$ cat config.mk
export PLATFORM = sky130hd
export DESIGN_NAME = devil_ace_master_port
export DESIGN_NICKNAME = d
export VERILOG_FILES = /design/src/rtl/devil_ace_master_port.sv
export SDC_FILE = /design/constraint.sdc
export NUM_CORES = 1
export LEC_CHECK = 0
export BUFFER_PORTS_ARGS = -buffer_cell sky130_fd_sc_hd__buf_4
export CAP_MARGIN = 40
export CELL_PAD_IN_SITES_DETAIL_PLACEMENT = 1
export CELL_PAD_IN_SITES_GLOBAL_PLACEMENT = 1
export CORE_AREA = 3 3 288 290
export CTS_CLUSTER_SIZE = 28
export DETAILED_ROUTE_END_ITERATION = 16
export DIE_AREA = 0 0 291 293
export PLACE_DENSITY_LB_ADDON = 0.1
export SLEW_MARGIN = 15
export SYNTH_ARGS = -nofsm -noshare
export SYNTH_HDL_FRONTEND = slang
export SYNTH_SLANG_ARGS = --single-unit
$ cat constraint.sdc
create_clock -name ace_aclk -period 1.99 [get_ports ace_aclk]
set_clock_uncertainty 0.05 [all_clocks]
set_input_delay 0.199 -clock ace_aclk [delete_from_list [all_inputs] [get_ports ace_aclk]]
set_output_delay 0.199 -clock ace_aclk [all_outputs]
set_load 0.1 [all_outputs]
$ cat src/rtl/devil_ace_master_port.sv
// ACE master port: turns one-hot attack-FSM phase flags into ACE channel handshakes.
// Latency: AR/AW valid one cycle after phase start; R/W/B feedback combinational; rack/wack one cycle.
// Backpressure: valids hold until the slave accepts; stalls count toward a sticky timeout flag.
module devil_ace_master_port #(
  parameter int C_ACE_DATA_WIDTH = 128,
  parameter int C_ACE_ADDR_WIDTH = 44,
  parameter int C_TIMEOUT_CYCLES = 1024
) (
  input  logic                          ace_aclk,
  input  logic                          ace_aresetn,
  input  logic [C_ACE_ADDR_WIDTH-1:0]   i_target_addr,
  input  logic                          i_ar_phase,
  input  logic                          i_r_phase,
  input  logic                          i_rack_phase,
  input  logic                          i_aw_phase,
  input  logic                          i_w_phase,
  input  logic                          i_b_phase,
  input  logic                          i_wack_phase,
  input  logic [C_ACE_DATA_WIDTH-1:0]   i_wdata,
  input  logic                          i_wlast,
  output logic                          o_arready,
  output logic                          o_rvalid,
  output logic                          o_rlast,
  output logic                          o_wready,
  output logic                          o_wvalid,
  output logic                          o_wlast,
  output logic                          o_bvalid,
  output logic                          o_bready,
  output logic                          o_rready,
  output logic [C_ACE_DATA_WIDTH-1:0]   o_rdata,
  output logic [1:0]                    o_bresp,
  output logic [C_ACE_ADDR_WIDTH-1:0]   m_araddr,
  output logic [C_ACE_ADDR_WIDTH-1:0]   m_awaddr,
  output logic                          m_arvalid,
  output logic                          m_awvalid,
  output logic                          m_wvalid,
  output logic                          m_wlast,
  output logic                          m_rready,
  output logic                          m_bready,
  output logic                          m_rack,
  output logic                          m_wack,
  input  logic                          m_arready,
  input  logic                          m_awready,
  input  logic                          m_wready,
  input  logic                          m_rvalid,
  input  logic                          m_rlast,
  input  logic                          m_bvalid,
  output logic [7:0]                    m_arlen,
  output logic [7:0]                    m_awlen,
  output logic [2:0]                    m_arsize,
  output logic [2:0]                    m_awsize,
  output logic [1:0]                    m_arburst,
  output logic [1:0]                    m_awburst,
  output logic [3:0]                    m_arsnoop,
  output logic [2:0]                    m_awsnoop,
  output logic [1:0]                    m_ardomain,
  output logic [1:0]                    m_awdomain,
  output logic [C_ACE_DATA_WIDTH-1:0]   m_wdata,
  output logic [C_ACE_DATA_WIDTH/8-1:0] m_wstrb,
  input  logic [C_ACE_DATA_WIDTH-1:0]   m_rdata,
  input  logic [3:0]                    m_rresp,
  input  logic [1:0]                    m_bresp,
  input  logic                          i_clear,
  output logic                          o_timeout,
  output logic                          o_err
);

  typedef enum logic [1:0] {ST_IDLE, ST_VALID, ST_DONE} ch_st_t;

  localparam logic [15:0] LP_TMO_LAST = 16'(C_TIMEOUT_CYCLES - 1);

  ch_st_t                r_ar_st, w_ar_nxt, r_aw_st, w_aw_nxt;
  logic [C_ACE_ADDR_WIDTH-1:0] r_araddr, r_awaddr;
  logic [1:0]            r_rbeat, r_wbeat;
  logic [15:0]           r_tmo_cnt;
  logic                  r_rack_q, r_wack_q, r_rack, r_wack;
  logic                  r_err, r_timeout;
  logic                  w_rphase, w_wphase, w_bphase;
  logic                  w_ar_hs, w_aw_hs, w_r_hs, w_w_hs, w_b_hs, w_any_hs, w_any_phase, w_wait;
  logic                  w_r_err, w_w_err, w_b_err, w_flag_err, w_err_set, w_tmo_set;
  logic                  w_unused;

  // Combinational channel enables are forced low while reset is asserted so they drop at once.
  assign w_rphase = i_r_phase & ace_aresetn;
  assign w_wphase = i_w_phase & ace_aresetn;
  assign w_bphase = i_b_phase & ace_aresetn;

  assign m_arvalid = (r_ar_st == ST_VALID);
  assign m_awvalid = (r_aw_st == ST_VALID);
  assign m_araddr  = r_araddr;
  assign m_awaddr  = r_awaddr;
  assign w_ar_hs   = m_arvalid & m_arready;
  assign w_aw_hs   = m_awvalid & m_awready;
  assign o_arready = w_ar_hs;

  assign m_rready  = w_rphase;
  assign o_rready  = w_rphase;
  assign w_r_hs    = m_rvalid & w_rphase;
  assign o_rvalid  = w_r_hs;
  assign o_rdata   = m_rdata;
  assign o_rlast   = m_rlast & w_r_hs;

  assign m_wvalid  = w_wphase;
  assign m_wdata   = i_wdata;
  assign m_wlast   = i_wlast & w_wphase;
  assign m_wstrb   = '1;
  assign o_wvalid  = w_wphase;
  assign o_wready  = m_wready & w_wphase;
  assign o_wlast   = m_wlast;
  assign w_w_hs    = m_wready & w_wphase;

  assign m_bready  = w_bphase;
  assign o_bready  = w_bphase;
  assign w_b_hs    = m_bvalid & w_bphase;
  assign o_bvalid  = w_b_hs;
  assign o_bresp   = m_bresp;

  assign m_rack    = r_rack;
  assign m_wack    = r_wack;
  assign o_err     = r_err;
  assign o_timeout = r_timeout;

  // One 64-byte INCR burst of four 16-byte beats, ReadOnce / WriteUnique, inner shareable.
  assign m_arlen    = 8'd3;
  assign m_awlen    = 8'd3;
  assign m_arsize   = 3'd4;
  assign m_awsize   = 3'd4;
  assign m_arburst  = 2'b01;
  assign m_awburst  = 2'b01;
  assign m_arsnoop  = 4'b0000;
  assign m_awsnoop  = 3'b000;
  assign m_ardomain = 2'b01;
  assign m_awdomain = 2'b01;

  assign w_unused = &{1'b0, m_rresp[3:2], m_rresp[0], i_target_addr[5:0]};

  assign w_r_err    = w_r_hs & ((m_rlast != (r_rbeat == 2'd3)) | m_rresp[1]);
  assign w_w_err    = w_w_hs & (i_wlast != (r_wbeat == 2'd3));
  assign w_b_err    = w_b_hs & (m_bresp != 2'b00);
  assign w_flag_err = (i_ar_phase & i_aw_phase) | (i_r_phase & i_w_phase) |
                      (i_r_phase & i_b_phase) | (i_w_phase & i_b_phase);
  assign w_err_set  = w_r_err | w_w_err | w_b_err | w_flag_err;

  assign w_any_hs    = w_ar_hs | w_aw_hs | w_r_hs | w_w_hs | w_b_hs;
  assign w_any_phase = |{i_ar_phase, i_r_phase, i_rack_phase, i_aw_phase, i_w_phase, i_b_phase, i_wack_phase};
  assign w_wait      = (m_arvalid & ~m_arready) | (m_awvalid & ~m_awready) |
                       (w_rphase & ~m_rvalid) | (w_bphase & ~m_bvalid);
  assign w_tmo_set   = w_wait & ~w_any_hs & w_any_phase & (r_tmo_cnt >= LAST_OK(LP_TMO_LAST));

  function automatic logic [15:0] LAST_OK(input logic [15:0] v);
    return v;
  endfunction

  // AR/AW state registers.
  always_ff @(posedge ace_aclk or negedge ace_aresetn) begin
    if (!ace_aresetn) begin
      r_ar_st <= ST_IDLE;
      r_aw_st <= ST_IDLE;
    end else begin
      r_ar_st <= w_ar_nxt;
      r_aw_st <= w_aw_nxt;
    end
  end

  // AR next state: request on phase start, hold valid until accepted, wait for phase to end.
  always_comb begin
    w_ar_nxt = r_ar_st;
    case (r_ar_st)
      ST_IDLE:  if (i_ar_phase) w_ar_nxt = ST_VALID;
      ST_VALID: if (m_arready)  w_ar_nxt = ST_DONE;
      ST_DONE:  if (!i_ar_phase) w_ar_nxt = ST_IDLE;
      default:  w_ar_nxt = ST_IDLE;
    endcase
  end

  // AW next state: same as AR, but a concurrent AR request takes priority.
  always_comb begin
    w_aw_nxt = r_aw_st;
    case (r_aw_st)
      ST_IDLE:  if (i_aw_phase && !i_ar_phase) w_aw_nxt = ST_VALID;
      ST_VALID: if (m_awready)  w_aw_nxt = ST_DONE;
      ST_DONE:  if (!i_aw_phase) w_aw_nxt = ST_IDLE;
      default:  w_aw_nxt = ST_IDLE;
    endcase
  end

  // Capture the 64-byte-aligned target address when a request starts.
  always_ff @(posedge ace_aclk or negedge ace_aresetn) begin
    if (!ace_aresetn) begin
      r_araddr <= '0;
      r_awaddr <= '0;
    end else begin
      if (r_ar_st == ST_IDLE && i_ar_phase)
        r_araddr <= {i_target_addr[C_ACE_ADDR_WIDTH-1:6], 6'b0};
      if (r_aw_st == ST_IDLE && i_aw_phase && !i_ar_phase)
        r_awaddr <= {i_target_addr[C_ACE_ADDR_WIDTH-1:6], 6'b0};
    end
  end

  // Beat counters for R and W; both restart on the last beat.
  always_ff @(posedge ace_aclk or negedge ace_aresetn) begin
    if (!ace_aresetn) begin
      r_rbeat <= 2'd0;
      r_wbeat <= 2'd0;
    end else begin
      if (w_r_hs) r_rbeat <= m_rlast ? 2'd0 : r_rbeat + 2'd1;
      if (w_w_hs) r_wbeat <= i_wlast ? 2'd0 : r_wbeat + 2'd1;
    end
  end

  // Single-cycle RACK/WACK pulses on the rising edge of their phase flags.
  always_ff @(posedge ace_aclk or negedge ace_aresetn) begin
    if (!ace_aresetn) begin
      r_rack_q <= 1'b0;
      r_wack_q <= 1'b0;
      r_rack   <= 1'b0;
      r_wack   <= 1'b0;
    end else begin
      r_rack_q <= i_rack_phase;
      r_wack_q <= i_wack_phase;
      r_rack   <= i_rack_phase & ~r_rack_q;
      r_wack   <= i_wack_phase & ~r_wack_q;
    end
  end

  // Stall counter: restarts on any handshake or when the FSM is idle, saturates at all-ones.
  always_ff @(posedge ace_aclk or negedge ace_aresetn) begin
    if (!ace_aresetn)
      r_tmo_cnt <= 16'd0;
    else if (w_any_hs || !w_any_phase)
      r_tmo_cnt <= 16'd0;
    else if (w_wait && r_tmo_cnt != 16'hFFFF)
      r_tmo_cnt <= r_tmo_cnt + 16'd1;
  end

  // Sticky status; a new event in the clearing cycle keeps the flag set.
  always_ff @(posedge ace_aclk or negedge ace_aresetn) begin
    if (!ace_aresetn) begin
      r_err     <= 1'b0;
      r_timeout <= 1'b0;
    end else begin
      if (w_err_set)    r_err <= 1'b1;
      else if (i_clear) r_err <= 1'b0;
      if (w_tmo_set)    r_timeout <= 1'b1;
      else if (i_clear) r_timeout <= 1'b0;
    end
  end

endmodule

==> results.json, run 1 <==
{
  "drt_iter0_markers": 78,
  "synth_area_leaders": "dfrtp_1, buf_4, mux2_2",
  "worstPathMaxFanout": 30,
  "diodes": 0,
  "cts.sinks": 106,
  "fin_crit_ns": 1.90,
  "crit_slowest_cell": "or4_1",
  "viasPerCell": 2.50,
  "cp_slowest_stage_delay_ns": 0.53,
  "ys.flop_type": "dfrtp_1",
  "cp.arrival_ns": 2.16,
  "crit_buf_inv": 1,
  "worst_pin_slew_ns": 0.716,
  "synth_most_common_cell": "buf_4",
  "gr-total-overflow": 0,
  "drt_pass1_iterations": 4,
  "power_leakage_uw": 0.00345,
  "crit_path_start_kind": "flop",
  "vias": 4256,
  "regToRegStartpoint": "r_aw_st[1]",
  "cp-endpoint": "r_tmo_cnt[9]",
  "cts_max_level": 3,
  "crit_path_end_kind": "flop",
  "die_height_um": 293,
  "rr_worst_depth": 6,
  "synth_top_area_share_pct": 38.2,
  "rows": 104,
  "ant_nets": 0,
  "crit_chain": "and2b_4, and2b_1, a211oi_2, buf_12, or4_1, a21oi_2",
  "syn_area_per_cell_um2": 10.4,
  "dpl.hpwl_um": 20300,
  "clock_latency_ns": 0.38,
  "drive_above_1_share_pct": 50.5,
  "synth_largest_area_cell": "dfrtp_1",
  "yosysWarningCount": 0,
  "ioPinCount": 741,
  "required_ns": 2.25,
  "hold_violations": 0,
  "maxSlewHeadroom_pct": 52.3,
  "area_growth_pct": 20.9,
  "peakVddDrop_v": 0.000631,
  "power.density_mw_per_mm2": 1730,
  "slew_violations": 0,
  "cts.path.max_buffers": 2,
  "drc": 0,
  "reg2reg_to": "r_tmo_cnt[9]",
  "nets": 964,
  "synthCells": 667,
  "initial_core_util_pct": 8.62,
  "gp_congestion": 0.628,
  "reg2reg_slack_ns": 0.09,
  "postCtsSetupRepairBufs": 0,
  "hold_class": "in -> reg",
  "maxCapViolCount": 0,
  "port_buffers": 154,
  "fin_crit_sh_pct": 95.5,
  "rsz0062_at_grt": "yes",
  "setup_viol": 0,
  "cp.depth": 6,
  "dp.cells": 1642,
  "setup_tns_ns": 0,
  "cts_root_buffer": "clkbuf_16",
  "cp_top_family": "simple AND/OR/NAND/NOR gates",
  "max_freq_ghz": 0.526,
  "antenna_found_initial": 1,
  "timing.hold.ws_ns": 0.0614,
  "postLayoutCoreUtil_pct": 10.4,
  "cts_tree": "done",
  "grt_usage_pct": 5.96,
  "wl_um": 26100,
  "synth_commonest_cells": "buf_4, dfrtp_1, mux2_2",
  "ys_seq_area_share_pct": 38.2,
  "synth_edf_count": 0,
  "status": "finished clean",
  "layout.cells.non_filler": 1703,
  "cp-startpoint": "r_aw_st[1]",
  "grt_max_degree": 47,
  "wire_per_inst_um": 15.4,
  "ys_seq_elements": 106,
  "grt_first_pass_wirelength_um": 36400,
  "die_area_mm2": 0.0853,
  "ys_types": 50,
  "core_mm2": 0.0805,
  "synth_area_mm2": 0.00694,
  "crit_type": "reg -> reg",
  "numCtsBuffers": 9,
  "grt_pass1_vias": 4690,
  "async_reset_ff_share_pct": 100,
  "path_clk_slew_ns": 0.09,
  "die_w_um": 291
}
through the flow:
stage / worst slack [ns] / cell area [um^2] / power [uW]
floorplan: -0.147 / 7270 / 12800
global placement: 0.0531 / 7600 / 12600
detailed placement: 0.0496 / 7600 / 12600
CTS: 0.00666 / 8370 / 14900
global route: -0.00499 / 8400 / 15200
finish: 0.0899 / 8400 / 14500
placed cells by master, fill, tap and decap left out, drive strengths merged, types with 8 or more instances in the layout:
cell	n
clkbuf	9
nand3	8
mux2	76
dfrtp	106
or4	14
a21oi	15
conb	65
inv	9
buf	197
nand2	14
dlygate4sd3	43
o31ai	11
cell type report:
cell class,count,area [um^2]
Fill cell,9368,72200
Sequential cell,106,2650
Multi-Input combinational cell,273,2070
Timing Repair Buffer,241,2010
Tap cell,1060,1330
Clock buffer,9,225
Clock inverter,7,85.1
Inverter,7,30.0
how the worst min path moves through the flow:
stage	start	to	slack, ns	depth (start not counted)
floorplan	ace_aresetn	m_araddr[10]	-0.15	0
global placement	ace_aresetn	r_wbeat[1]	0.004	1
detailed placement	ace_aresetn	r_wbeat[1]	0.002	1
CTS	m_rlast	r_rbeat[1]	0.03	3
global route	i_aw_phase	r_aw_st[1]	0.04	3
finish	m_rlast	r_rbeat[1]	0.06	3
worst reg2reg max path, delay by kind of cell, from the launching register on:
family	cells	cell delay (ns)
AND/OR/NAND/NOR	3	0.97
flip-flops	1	0.43
AO/OA/AOI/OAI	2	0.21
buffers and inverters	1	0.17
sequential cells by signal, indices dropped and copies added (netlist names), 2 cells and up:
signal,count
m_araddr,38
m_awaddr,38
r_tmo_cnt,16
r_ar_st,2
r_aw_st,2
r_rbeat,2
r_wbeat,2
power breakdown:
| part | switching, uW | internal, uW | total, uW |
|---|---|---|---|
| sequential | 422 | 2900 | 3320 |
| clock | 1070 | 1010 | 2070 |
| combinational | 7140 | 1970 | 9110 |
| total | 8630 | 5870 | 14500 |
timing repair:
item / CTS / global route
hold buffers: 45 / 0
endpoints found under the setup margin: 0 / 16
gates resized for setup: 0 / 9
endpoints found under the hold margin: 118 / 0
metal layers:
metal	routed length [um]	share of wire, %	track usage (%)
met1	9660	37	6.32
met2	11800	45	9.01
met3	3160	12	3.39
met4	1460	5.6	3.88
met5	52	0.20	0.610
kinds of logic after synthesis:
group                    synth area share, %
buffers and inverters                   36.9
other                                  0.108
XOR/XNOR                               0.252
AO/OA/AOI/OAI                           4.27
AND/OR/NAND/NOR                         7.26
adder cells (fa/ha/maj)                0.685
flip-flops                              38.2
multiplexers                            12.3
No activity file was read; power rests on OpenSTA's default activity.
==> run 2, diff against run 1 <==
- HOLD_SLACK_MARGIN: unset -> 0.15
==> run 2 against run 1 <==
Effect of this change:
- hold slack gained 0.12 ns
- design area grew 1.2%
- fmax shrank 0.22%
- sequential cell count is the same
- critical path depth grew 1
- via count grew 1.2%
- largest cell class unchanged
==> results.json, run 2 (synthesis gave the netlist of run 1 again) <==
{
  "grt_pass1_vias": 4757,
  "rsz0062_at_grt": "yes",
  "cts_max_level": 3,
  "wire_per_inst_um": 15.3,
  "dp_slack_ns": 0.0496,
  "hold_violations": 0,
  "postLayoutCoreUtil_pct": 10.5,
  "hold_class": "in -> reg",
  "crit_path_end_kind": "output port",
  "final_common_cell": "buf_4",
  "drc": 0,
  "maxSlewHeadroom_pct": 52.3,
  "setup_ws_ns": 0.0857,
  "crit_path_start_kind": "input port",
  "worstPathMaxFanout": 4,
  "cts_root_buffer": "clkbuf_16",
  "nFillCells": 9365,
  "drive_above_1_share_pct": 49.8,
  "viasPerCell": 2.52,
  "gp_congestion": 0.628,
  "rr_worst_depth": 6,
  "ioPinCount": 741,
  "required_ns": 1.74,
  "peakVddDrop_v": 0.000631,
  "drt_iter0_markers": 92,
  "die_height_um": 293,
  "cp.arrival_ns": 1.66,
  "power_leakage_uw": 0.00349,
  "grt_usage_pct": 5.96,
  "slew_violations": 0,
  "nets": 974,
  "multi_input_area_mm2": 0.00207,
  "cts_tree": "done",
  "switchingPower_uw": 8640,
  "dpl.hpwl_um": 20300,
  "layout_common_cells": "buf_4, dfrtp_1, mux2_2",
  "gr-total-overflow": 0,
  "numCtsBuffers": 9,
  "max_freq_ghz": 0.525,
  "diodes": 0,
  "setup_tns_ns": 0,
  "grt_first_pass_wirelength_um": 36600,
  "cts.path.max_buffers": 2,
  "regToRegStartpoint": "r_aw_st[1]",
  "drt_pass1_iterations": 4,
  "clkPwrFrac_pct": 14.3,
  "die_area_mm2": 0.0853,
  "cts.sinks": 106,
  "ant_nets": 0,
  "reg2reg_to": "r_tmo_cnt[9]",
  "path_clk_slew_ns": 0.09,
  "rows": 104,
  "p_sw_share_pct": 59.4,
  "combPwrFrac_pct": 62.8,
  "fin_crit_ns": 1.90,
  "port_buffers": 154,
  "p_int_uw": 5890,
  "cp-endpoint": "o_rlast",
  "clock_latency_ns": 0.38,
  "maxCapViolCount": 0,
  "fin_crit_sh_pct": 95.7,
  "core_mm2": 0.0805,
  "timing.hold.ws_ns": 0.180,
  "layout.cells.non_filler": 1713,
  "wl_um": 26100,
  "crit_type": "in -> out",
  "grt_max_degree": 47,
  "vias": 4309,
  "antenna_found_initial": 1,
  "status": "finished clean",
  "initial_core_util_pct": 8.62,
  "setup_viol": 0,
  "dp.cells": 1642,
  "worst_pin_slew_ns": 0.716,
  "seq_area_mm2": 0.00265,
  "power.density_mw_per_mm2": 1710,
  "reg2reg_slack_ns": 0.09,
  "cp-startpoint": "m_rvalid",
  "area_growth_pct": 22.3,
  "power_frac_seq_pct": 22.9,
  "die_w_um": 291
}
-- run 2: changes by cell type in the layout (fill, tap and decap cells not counted) --
cell	delta
dlymetal6s4s_1	-1
dlygate4sd3_1	+11
-- run 2: power groups by stage --
stage,Clock [uW],Sequential (uW),Combinational [uW]
2_1_floorplan,0,8330,4480
3_3_place_gp,0,3380,9220
3_5_place_dp,0,3370,9200
4_1_cts,2270,3350,9310
5_1_grt,2310,3440,9510
6_report,2080,3320,9130
-- run 2: area by class of cell --
cell class,instances,share of cell area (%)
multi-input cells,273,24.3
clock buffers,9,2.65
flip-flops and latches,106,31.2
well taps,1060,15.6
repair buffers,251,24.8
inverters,7,0.354
clock inverters,7,1.00
-- run 2: per-layer routing --
| metal | GRT usage (%) | vias up | wire length, um |
|---|---|---|---|
| met5 | 0.610 | - | 52 |
| met4 | 3.88 | 2 | 1450 |
| met3 | 3.39 | 120 | 3180 |
| met2 | 9.06 | 339 | 11900 |
| met1 | 6.29 | 2056 | 9590 |
| li1 | - | 1792 | - |
-- run 2: repair_timing --
action,4_1_cts,5_1_grt
buffers inserted,0,0
endpoints found under the setup margin,0,10
endpoints found under the hold margin,148,0
resized for setup,0,8
hold buffers,55,0
-- run 2: worst max-delay path: stages --
cell,delay [ns]
buf_4,0.12
dlygate4sd3_1,0.59
nand2_4,0.11
clkinvlp_4,0.09
buf_4,0.14
and2_2,0.18
buf_4,0.23
-- run 2: worst min path at each step --
stage                           start           end  cells past startpoint
after global placement    ace_aresetn    r_wbeat[1]                      1
after global routing         m_wready    r_wbeat[1]                      4
after detailed placement  ace_aresetn    r_wbeat[1]                      1
final                        m_wready    r_wbeat[1]                      4
after CTS                    m_wready    r_wbeat[1]                      4
after floorplan           ace_aresetn  m_araddr[10]                      0
-- run 2: metrics by stage --
step           total power (uW)  instance area, um^2
2_1_floorplan             12800                 7270
3_3_place_gp              12600                 7600
3_5_place_dp              12600                 7600
4_1_cts                   14900                 8470
5_1_grt                   15300                 8490
6_report                  14500                 8490
